===== src/rtl/fetch_stage.sv =====
// fetch_stage
//   Instruction-fetch stage plus the IF/ID pipeline register of a 5-stage
//   RV32I pipeline. Holds pcF, drives the instruction-memory address, chooses
//   between the sequential PC and the execute-stage redirect, and captures the
//   fetched word into the decode-stage register. Saturating stall/flush event
//   counters give debug and performance visibility.
//
// Ports
//   clk, rst                    : clock, async active-high reset
//   stallF, stallD, flushD      : hazard-unit controls
//   pc_srcE, pc_targetE         : redirect request and target from execute
//   imem_addr / imem_rdata      : instruction-memory address / combinational data
//   instrD, pcD, pc_plus4D      : decode-stage instruction and its PCs
//   validD                      : instrD is a real fetch (not a bubble)
//   misalign_err                : sticky, a redirect target had nonzero [1:0]
//   stall_cnt, flush_cnt        : saturating event counters
module fetch_stage #(
  parameter int              XLEN      = 32,
  parameter logic [XLEN-1:0] RESET_PC  = '0,
  parameter logic [31:0]     NOP_INSTR = 32'h0000_0013,
  parameter int              CNT_W     = 16
) (
  input  logic             clk,
  input  logic             rst,
  input  logic             stallF,
  input  logic             stallD,
  input  logic             flushD,
  input  logic             pc_srcE,
  input  logic [XLEN-1:0]  pc_targetE,
  output logic [XLEN-1:0]  imem_addr,
  input  logic [31:0]      imem_rdata,
  output logic [31:0]      instrD,
  output logic [XLEN-1:0]  pcD,
  output logic [XLEN-1:0]  pc_plus4D,
  output logic             validD,
  output logic             misalign_err,
  output logic [CNT_W-1:0] stall_cnt,
  output logic [CNT_W-1:0] flush_cnt
);

  logic [XLEN-1:0]  r_pcF;
  logic [31:0]      r_instrD;
  logic [XLEN-1:0]  r_pcD;
  logic [XLEN-1:0]  r_pc_plus4D;
  logic             r_validD;
  logic             r_misalign;
  logic [CNT_W-1:0] r_stall_cnt;
  logic [CNT_W-1:0] r_flush_cnt;

  logic [XLEN-1:0]  w_pc_plus4F;
  logic [XLEN-1:0]  w_redirect_pc;

  // Natural XLEN-bit overflow gives the wrap from the top word back to 0.
  assign w_pc_plus4F   = r_pcF + XLEN'(4);
  // A misaligned target is still followed, just word-aligned.
  assign w_redirect_pc = {pc_targetE[XLEN-1:2], 2'b00};

  always_ff @(posedge clk or posedge rst) begin
    if (rst) begin
      r_pcF       <= RESET_PC;
      r_instrD    <= NOP_INSTR;
      r_pcD       <= '0;
      r_pc_plus4D <= '0;
      r_validD    <= 1'b0;
      r_misalign  <= 1'b0;
      r_stall_cnt <= '0;
      r_flush_cnt <= '0;
    end else begin
      // Redirect beats stallF so a taken branch is never dropped.
      if (pc_srcE)      r_pcF <= w_redirect_pc;
      else if (!stallF) r_pcF <= w_pc_plus4F;

      // Flush beats stallD: a squashed slot must become a bubble.
      if (flushD) begin
        r_instrD    <= NOP_INSTR;
        r_pcD       <= '0;
        r_pc_plus4D <= '0;
        r_validD    <= 1'b0;
      end else if (!stallD) begin
        r_instrD    <= imem_rdata;
        r_pcD       <= r_pcF;
        r_pc_plus4D <= w_pc_plus4F;
        r_validD    <= 1'b1;
      end

      if (pc_srcE && (pc_targetE[1:0] != 2'b00)) r_misalign <= 1'b1;

      if (stallF && !(&r_stall_cnt)) r_stall_cnt <= r_stall_cnt + CNT_W'(1);
      if (flushD && !(&r_flush_cnt)) r_flush_cnt <= r_flush_cnt + CNT_W'(1);
    end
  end

  assign imem_addr    = r_pcF;
  assign instrD       = r_instrD;
  assign pcD          = r_pcD;
  assign pc_plus4D    = r_pc_plus4D;
  assign validD       = r_validD;
  assign misalign_err = r_misalign;
  assign stall_cnt    = r_stall_cnt;
  assign flush_cnt    = r_flush_cnt;

endmodule


===== config.mk =====
export PLATFORM = sky130hd
export DESIGN_NAME = fetch_stage
export DESIGN_NICKNAME = d
export VERILOG_FILES = /design/src/rtl/fetch_stage.sv
export SDC_FILE = /design/constraint.sdc
export NUM_CORES = 1
export LEC_CHECK = 0
export ABC_AREA = 1
export CORE_ASPECT_RATIO = 0.8
export CORE_UTILIZATION = 39
export CTS_BUF_LIST = sky130_fd_sc_hd__clkbuf_4 sky130_fd_sc_hd__clkbuf_8
export DETAILED_ROUTE_END_ITERATION = 7
export DONT_BUFFER_PORTS = 1
export GPL_TIMING_DRIVEN = 0
export SLEW_MARGIN = 20
export SYNTH_ARGS = -nofsm -noshare
export SYNTH_HDL_FRONTEND = slang
export SYNTH_SLANG_ARGS = --single-unit

===== constraint.sdc =====
create_clock -name clk -period 10.6 [get_ports clk]
set_input_delay 2.12 -clock clk [delete_from_list [all_inputs] [get_ports clk]]
set_output_delay 2.12 -clock clk [all_outputs]
set_load 0.02 [all_outputs]

After elaboration in Yosys (flattened, before gate mapping)
Index checks and enable logic that the tools add are counted.

word-level totals
  register bits = 162
  logic and storage cells = 31
  output and inout port bits = 162

operators by class
  reduce and logical (&&, ||, !) cells = 8
  equality and inequality tests = 2
  add/subtract/negate cells = 3
  muxes and demuxes = 10

operators by type and width
  kind                   count
  $mux 32                8
  $add 16x1->16 const B  2
  $add 32x3->32 const B  1
  $reduce_and 16->1      2
  $ne 2x1->1 const B     2
  $logic_and 1x1->1      3
  $logic_not 1->1        2
  $mux 1                 2
  $reduce_bool 2->1      1

Logic depth before layout (Yosys ltp)
Gate-level depths: netlist of run 1.

  depth after elaboration = 3
  depth in mapped cells = 11

Worst setup path after synthesis of run 1
OpenSTA, ideal clock, no wires.

  path kind = input-to-reg
  from = in pc_srcE
  to = reg r_pcF[7], in the netlist imem_addr[7]
  arrival time = 2.862 ns
  required time = 10.474 ns
  path slack = 7.612 ns
  stages on the path = 6
  path buffers = 2
  cell sequence = buf_2 nor2_4 inv_1 clkbuf_1 o21ai_0 o21bai_1

between the ends
  longest elaborated chain between the ends = 1
  elaborated cells on any way between the ends = 2
  those cells by class = eq/ne (1); mux (1)

RTL lines
  element                                                 RTL line  source
  start: declaration                                      28        input logic pc_srcE,
  $ne 2x1->1 (no line) / $mux 32 (equally long branches)  --
  end signal: assignment                                  70        if (pc_srcE) r_pcF <= w_redirect_pc;
  end signal: assignment                                  71        else if (!stallF) r_pcF <= w_pc_plus4F;
  end: declaration                                        41        logic [XLEN-1:0] r_pcF;

Parallel ways exist; a longest one is shown, timed or not.
A chain may end at the register's enable or synchronous reset.

==> key figures, run 1 <==
Synthesis
  • Post-Synth XOR/XNOR Area: under 10%
  • Yosys reg bits: between 150 and 200
  • Adder-Cell Fraction of Synth Area: less than 1%
  • Part of the Yosys area used for sequential elements: between 50% and 60%
  • Syn Inst Count: 934
  • Yosys warns: 0
  • Post-Synth Simple-Gate Area: a little over a quarter
  • Mapped Avg Cell Area: 8.16 sq um
  • Mux cell area share after synthesis: 0%
  • Dominant synthesized flop cell: dfrtp_1
  • Synthesized area: around 7600 sq um
  • Fraction of registers with async set/reset: 100%
  • Netlist cell types: 35
  • Largest family of logic cells by synthesized area: simple AND/OR/NAND/NOR gates
  • Synth Area in Compound Gates: about a tenth
  • Post-synth EDFFs: 0

Worst setup path
  • Crit path launch type: register
  • Reg2reg setup slack: 8510 ps
  • CP max stage cell: dfrtp_1
  • Critical path class: reg -> out
  • Reg-to-reg startpoint: imem_addr[2]
  • Cells along the critical path: buf_4
  • Critical Path Fanout Max: 5
  • CP max stage delay: around 540 ps
  • Crit. End Element: primary output
  • Data arrival, critical path: ~1200 ps
  • Worst path top cell family by delay: flip-flops
  • Cell depth of the worst setup path: 1
  • Worst Path Buf+Inv: 1
  • Crit Reg-Reg Endpoint: pc_plus4D[16]
  • Worst Path Required: about 8500 ps
  • R2R depth: 8

Final layout
  • Layout area overhead: 9.91%
  • Share of cells above drive strength 1: under 10%
  • Finished Cell Area: roughly 8400 sq um
  • Number of fill cells: approximately 1900
  • Fin nets: approximately 1000

Min path
  • Worst hold path class: reg -> reg
  • WHS Endpoint: instrD[1]
  • Worst hold path depth: 1
  • HP Start: instrD[1]

Drt
  • Vias post-DR: just over 6000
  • DRT Wirelength: 22100 um
  • DRT Pass-1 Iters: 5
  • Vias per cell: roughly 5.0
  • Residual DRC: 0
  • DRT iter0 DRCs: 405
  • Routed length per instance: around 18 um
  • Antenna viol nets, final: 0

Pwr
  • VDD IR max: between 0.06 and 0.07 mV
  • Cell leakage power: roughly 4.1 nW
  • Pwr dens: 174 nW/um^2

Timing
  • Slew at the pin with the worst max-slew slack: 684 ps
  • Fin Clk Skew: ~25 ps
  • RSZ-0062 raised after global routing: false
  • Final Cycle Share: 31.2%
  • Minimum clock period: roughly 3300 ps
  • Final Hold Viols: 0
  • FMAX: 0.302 GHz
  • Setup violators final: 0
  • TNS Setup: 0 ps
  • Max_slew headroom: a little over half
  • Slew Viols, Final: 0

Floorplan
  • Core area: between 15000 and 20000 sq um
  • Initial Util: between 40 and 50%
  • Die Y: around 130 um
  • Die Width: 158 um
  • Rows: 45
  • Die ar.: 20100 sq um
  • Num ports: ~230

Place
  • Number of buffers added on ports: 0
  • GPL Wtd Cong: approximately 0.9
  • DP HPWL: ~17000 um
  • Post-DP Area: 7980 sq um

Clocking
  • Worst skew pair latency: roughly 460 ps
  • Hold_buf cts: 0
  • H-Tree Depth: 4
  • CTS tree: yes
  • PostCTS Resize Cnt: 0
  • CTS root buf: clkbuf_8
  • CTS buffer count: 17
  • Setup bufs post-CTS: 0
  • Clk slew on worst S/H paths: roughly 80 ps
  • Clk sinks: between 150 and 200
  • Maximum clock path buffer count: 2

Global routing
  • Number of global-route vias before repair: approximately 5700
  • GRT Overall Usage: 22.4%
  • First-pass GRT wire length: between 30000 and 40000 um
  • Largest net degree at the start of global routing: 94
  • Total grt overflow: 0
  • Initial antenna violation count: 1

Run
  • Maxcap violations: 0

Status
  • Status: finished clean
==> cell type report <==
cell class | count | area (sq um) | area share (%)
inverter | 95 | 369 | 4.41
tap | 258 | 323 | 3.85
clock buffer | 20 | 256 | 3.06
antenna | 1 | 2.50 | 0.0299
clock inverter | 12 | 135 | 1.61
sequential | 157 | 3930 | 46.9
multi-input combinational | 648 | 3140 | 37.5
buffer | 35 | 190 | 2.27
timing repair buffer | 1 | 27.5 | 0.329
==> metrics by stage <==
step | hold WS (ps) | cells | setup slack, ps | power (mW) | utilization (%)
floorplan | 566 | 935 | 4250 | 0.945 | -
global placement | 575 | 1193 | 2340 | 1.01 | 41.8
detailed placement | 578 | 1194 | 7090 | 1.02 | 42.0
CTS | 591 | 1226 | 7250 | 1.48 | 44.0
global route | 607 | 1226 | 7210 | 1.54 | 44.0
finish | 590 | 1227 | 7290 | 1.46 | 44.0
==> metal layers <==
layer	vias up	share of wire [%]	global-route usage, %
li1	3004	-	-
met2	250	44	33.7
met1	2871	45	29.9
met5	-	0	0
met3	17	11	9.29
met4	0	1.1	5.15
==> worst register-to-register path, stage by stage, from the launching register on <==
cell and delay (ps):
dfrtp_1 620, ha_1 290, nand2_2 90, nor2_4 220
nand2_2 110, nor2_1 260, nand2_1 110, nand3_1 210
nand2_1 70
==> synthesized netlist by cell type (all sizes together), types with 3 or more instances <==
cell	n	share of area (%)
a22o	33	3.8
buf	15	1.5
clkbuf	20	0.98
dfrtp	154	51
dfstp	3	1.0
ha	3	0.49
inv	95	4.7
nand2	364	18
nand3	39	2.6
nand4	11	0.90
nor2	72	4.7
nor3	4	0.26
o211ai	3	0.30
o21ai	77	5.1
o21bai	4	0.39
o22a	3	0.34
xnor2	5	0.57
xor2	24	3.0
==> registers in the layout (all words and copies together), names as in the netlist <==
signal	flops
stall_cnt	16
pc_plus4D	30
misalign_err	1
pcD	31
imem_addr	30
validD	1
flush_cnt	16
instrD	32
==> cells by family (layout without fill, tap and decap cells) <==
group / Yosys count / count (layout)
adder cells (fa/ha/maj): 3 / 3
AND/OR/NAND/NOR: 493 / 493
other: 1 / 3
XOR/XNOR: 29 / 29
AO/OA/AOI/OAI: 121 / 121
flip-flops: 157 / 157
buffers and inverters: 130 / 163
==> power breakdown <==
group	leakage (nW)	internal, mW	switching (mW)
clock	0.191	0.219	0.237
combinational	1.82	0.0657	0.121
sequential	2.05	0.657	0.159
total	4.06	0.941	0.517
==> how the worst max path moves through the flow <==
stage	from	endpoint	slack, ps
6_report	pcD[1]	pc_plus4D[0]	7290
5_1_grt	pcD[1]	pcD[1]	7210
4_1_cts	pcD[1]	pc_plus4D[0]	7250
3_5_place_dp	stallD	instrD[30]	7090
3_3_place_gp	rst	imem_addr[25]	2340
2_1_floorplan	rst	flush_cnt[0]	4250
==> placed cells by master, fill, tap and decap left out, types with 11 or more instances in the layout <==
master / n
inv_1: 87
clkbuf_1: 20
a22o_1: 33
nand4_1: 11
dfrtp_1: 154
o21ai_0: 69
xor2_1: 22
nand2_1: 354
nor2_1: 58
clkbuf_8: 17
nand3_1: 39
Note: power is estimated with default switching activity, not from simulation.
==> run 2: changes to the inputs <==
==> constraint.sdc (replaced) <==
create_clock -name clk -period 3.2 [get_ports clk]
set_input_delay 0.64 -clock clk [delete_from_list [all_inputs] [get_ports clk]]
set_output_delay 0.64 -clock clk [all_outputs]
set_load 0.02 [all_outputs]
==> key figures, run 2 (synthesized netlist as in run 1, its figures left out) <==
Floorplan
  • Die ar.: 20100 sq um (unchanged)
  • Num ports: 232 (unchanged)
  • Initial Util: 40.1% (unchanged)
  • Rows: 45 (unchanged)
  • Core area: 19000 sq um (unchanged)
  • Die Y: 127 um (unchanged)
  • Die Width: 158 um (unchanged)

Timing
  • Final Cycle Share: between 60% and 70%
  • Slew at the pin with the worst max-slew slack: 656 ps (was 684 ps)
  • RSZ-0062 raised after global routing: false (unchanged)
  • Setup violators final: 0 (unchanged)
  • Minimum clock period: 2100 ps
  • Fin Clk Skew: 16.0 ps (was 25.0 ps)
  • TNS Setup: 0 ps (unchanged)
  • Final Hold Viols: 0 (unchanged)
  • Max_slew headroom: 56.3% (was 54.4%)
  • Hold Slack: 102 ps (was 590 ps)
  • FMAX: between 0.4 and 0.5 GHz
  • Slew Viols, Final: 0 (unchanged)
  • Final worst slack: 1100 ps (was 7290 ps)

Final layout
  • Finished Cell Area: 8450 sq um (was 8380 sq um)
  • FF+latch area: 3930 sq um (unchanged)
  • Largest register FFs: 32 (unchanged)
  • Antenna Diode Count: 0 (was 1)
  • Most frequent cells in the layout: nand2_1, dfrtp_1, inv_1, o21ai_0, nor2_1 (unchanged)
  • Multi-input gate area: 3140 sq um (unchanged)
  • Layout area overhead: 10.9% (was 9.91%)
  • Commonest non-fill, non-tap cell in the layout: nand2_1 (unchanged)
  • Number of fill cells: 1896 (was 1921)
  • Fin nets: 1032 (was 1028)
  • Share of cells above drive strength 1: 9.05% (was 8.68%)

Drt
  • DRT Pass-1 Iters: 5 (unchanged)
  • Routed length per instance: 18.0 um (about the same)
  • Vias post-DR: 6129 (was 6142)
  • DRT Wirelength: 22200 um (was 22100 um)
  • Vias per cell: 4.98 (was 5.01)
  • Antenna viol nets, final: 0 (unchanged)
  • DRT iter0 DRCs: 492 (was 405)
  • Residual DRC: 0 (unchanged)

Global routing
  • Largest net degree at the start of global routing: 36 (was 94)
  • Initial antenna violation count: 0 (was 1)
  • Number of global-route vias before repair: 5511 (was 5725)
  • GRT Overall Usage: 22.1% (was 22.4%)
  • First-pass GRT wire length: 32900 um (was 33100 um)
  • Total grt overflow: 0 (unchanged)

Pwr
  • VDD IR max: 0.351 mV (was 0.0651 mV)
  • Sw Ratio: 37.8% (was 35.5%)
  • Psw: 1.83 mW (was 0.517 mW)
  • Clock network power share: 30.8% (was 31.3%)
  • Internal power: 3.00 mW (was 0.941 mW)
  • Pwr dens: 571 nW/um^2 (was 174 nW/um^2)
  • Seq pwr share: 56.2% (was 55.9%)
  • Cell leakage power: 4.10 nW (was 4.06 nW)
  • Comb pwr share: 13.0% (was 12.8%)

Worst setup path
  • Data arrival, critical path: 2460 ps (was 1190 ps)
  • Crit. End Element: register (was primary output)
  • Crit path launch type: register (unchanged)
  • Worst Path Required: 3560 ps (was 8480 ps)
  • Critical path class: reg -> reg (was reg -> out)
  • Critical Path Fanout Max: 6 (was 5)

Run
  • Maxcap violations: 0 (unchanged)

Min path
  • Worst hold path class: in -> async (was reg -> reg)

Place
  • GPL Wtd Cong: 0.873 (was 0.903)
  • Pre-CTS setup slack: 1140 ps (was 7090 ps)
  • DP HPWL: 16900 um (was 16700 um)
  • Post-DP Area: 8060 sq um (was 7980 sq um)
  • Number of buffers added on ports: 0 (unchanged)

Clocking
  • CTS tree: yes (unchanged)
  • Setup bufs post-CTS: 0 (unchanged)
  • PostCTS Resize Cnt: 0 (unchanged)
  • H-Tree Depth: 4 (unchanged)
  • CTS root buf: clkbuf_8 (unchanged)
  • Worst skew pair latency: 460 ps (about the same)
  • Hold_buf cts: 0 (unchanged)
  • Clk slew on worst S/H paths: 100 ps (was 80 ps)
  • Clk sinks: 157 (unchanged)
  • Maximum clock path buffer count: 2 (unchanged)
  • CTS buffer count: 17 (unchanged)

Status
  • Status: finished clean (unchanged)
-- run 2: stage by stage --
stage / total power [mW] / util (%) / cells
floorplan: 3.13 / - / 935
global placement: 3.35 / 41.8 / 1193
detailed placement: 3.38 / 42.4 / 1198
CTS: 4.88 / 44.4 / 1230
global route: 5.09 / 44.4 / 1230
finish: 4.82 / 44.4 / 1230
-- run 2: area by class of cell --
cell class / instances / area share [%]
flip-flops and latches: 157 / 46.5
multi-input cells: 648 / 37.2
inverters: 95 / 4.32
well taps: 258 / 3.82
clock buffers: 18 / 2.86
plain buffers: 35 / 2.25
clock inverters: 14 / 1.79
repair buffers: 5 / 1.27
-- run 2: final timing paths --
path,from,slack (ps),cells after the start,to
worst max-delay path,imem_addr[3],1100,8,pc_plus4D[20]
worst min-delay path,rst,100,1,flush_cnt[3]
worst max register to register,imem_addr[3],1100,8,pc_plus4D[20]
worst min register to register,instrD[0],590,1,instrD[0]
max in group asynchronous,rst,2300,3,pc_plus4D[27]
min in group clk,flushD,240,1,validD
-- run 2: per-layer routing --
metal  GRT usage (%)  up-vias  share of wire, %
met2            32.2      219                43
met3            7.90       13               9.1
li1                -     3003                 -
met5               0        -                 0
met4            4.69        0              0.88
met1            31.2     2894                47
-- run 2: power groups by stage --
stage	clock [mW]	combinational (mW)	sequential, mW
final	1.49	0.628	2.71
after floorplan	0	0.484	2.65
after global placement	0	0.601	2.75
after detailed placement	0	0.630	2.75
after CTS	1.53	0.634	2.71
after global routing	1.61	0.731	2.74
-- run 2: worst max-delay path: stages, from the launching register on --
cell	delay, ps
dfrtp_1	640
ha_1	300
nand2_2	80
nor2_4	220
nand3_1	270
o21ai_0	230
nand2_1	130
nand2_1	80
nand2_1	50
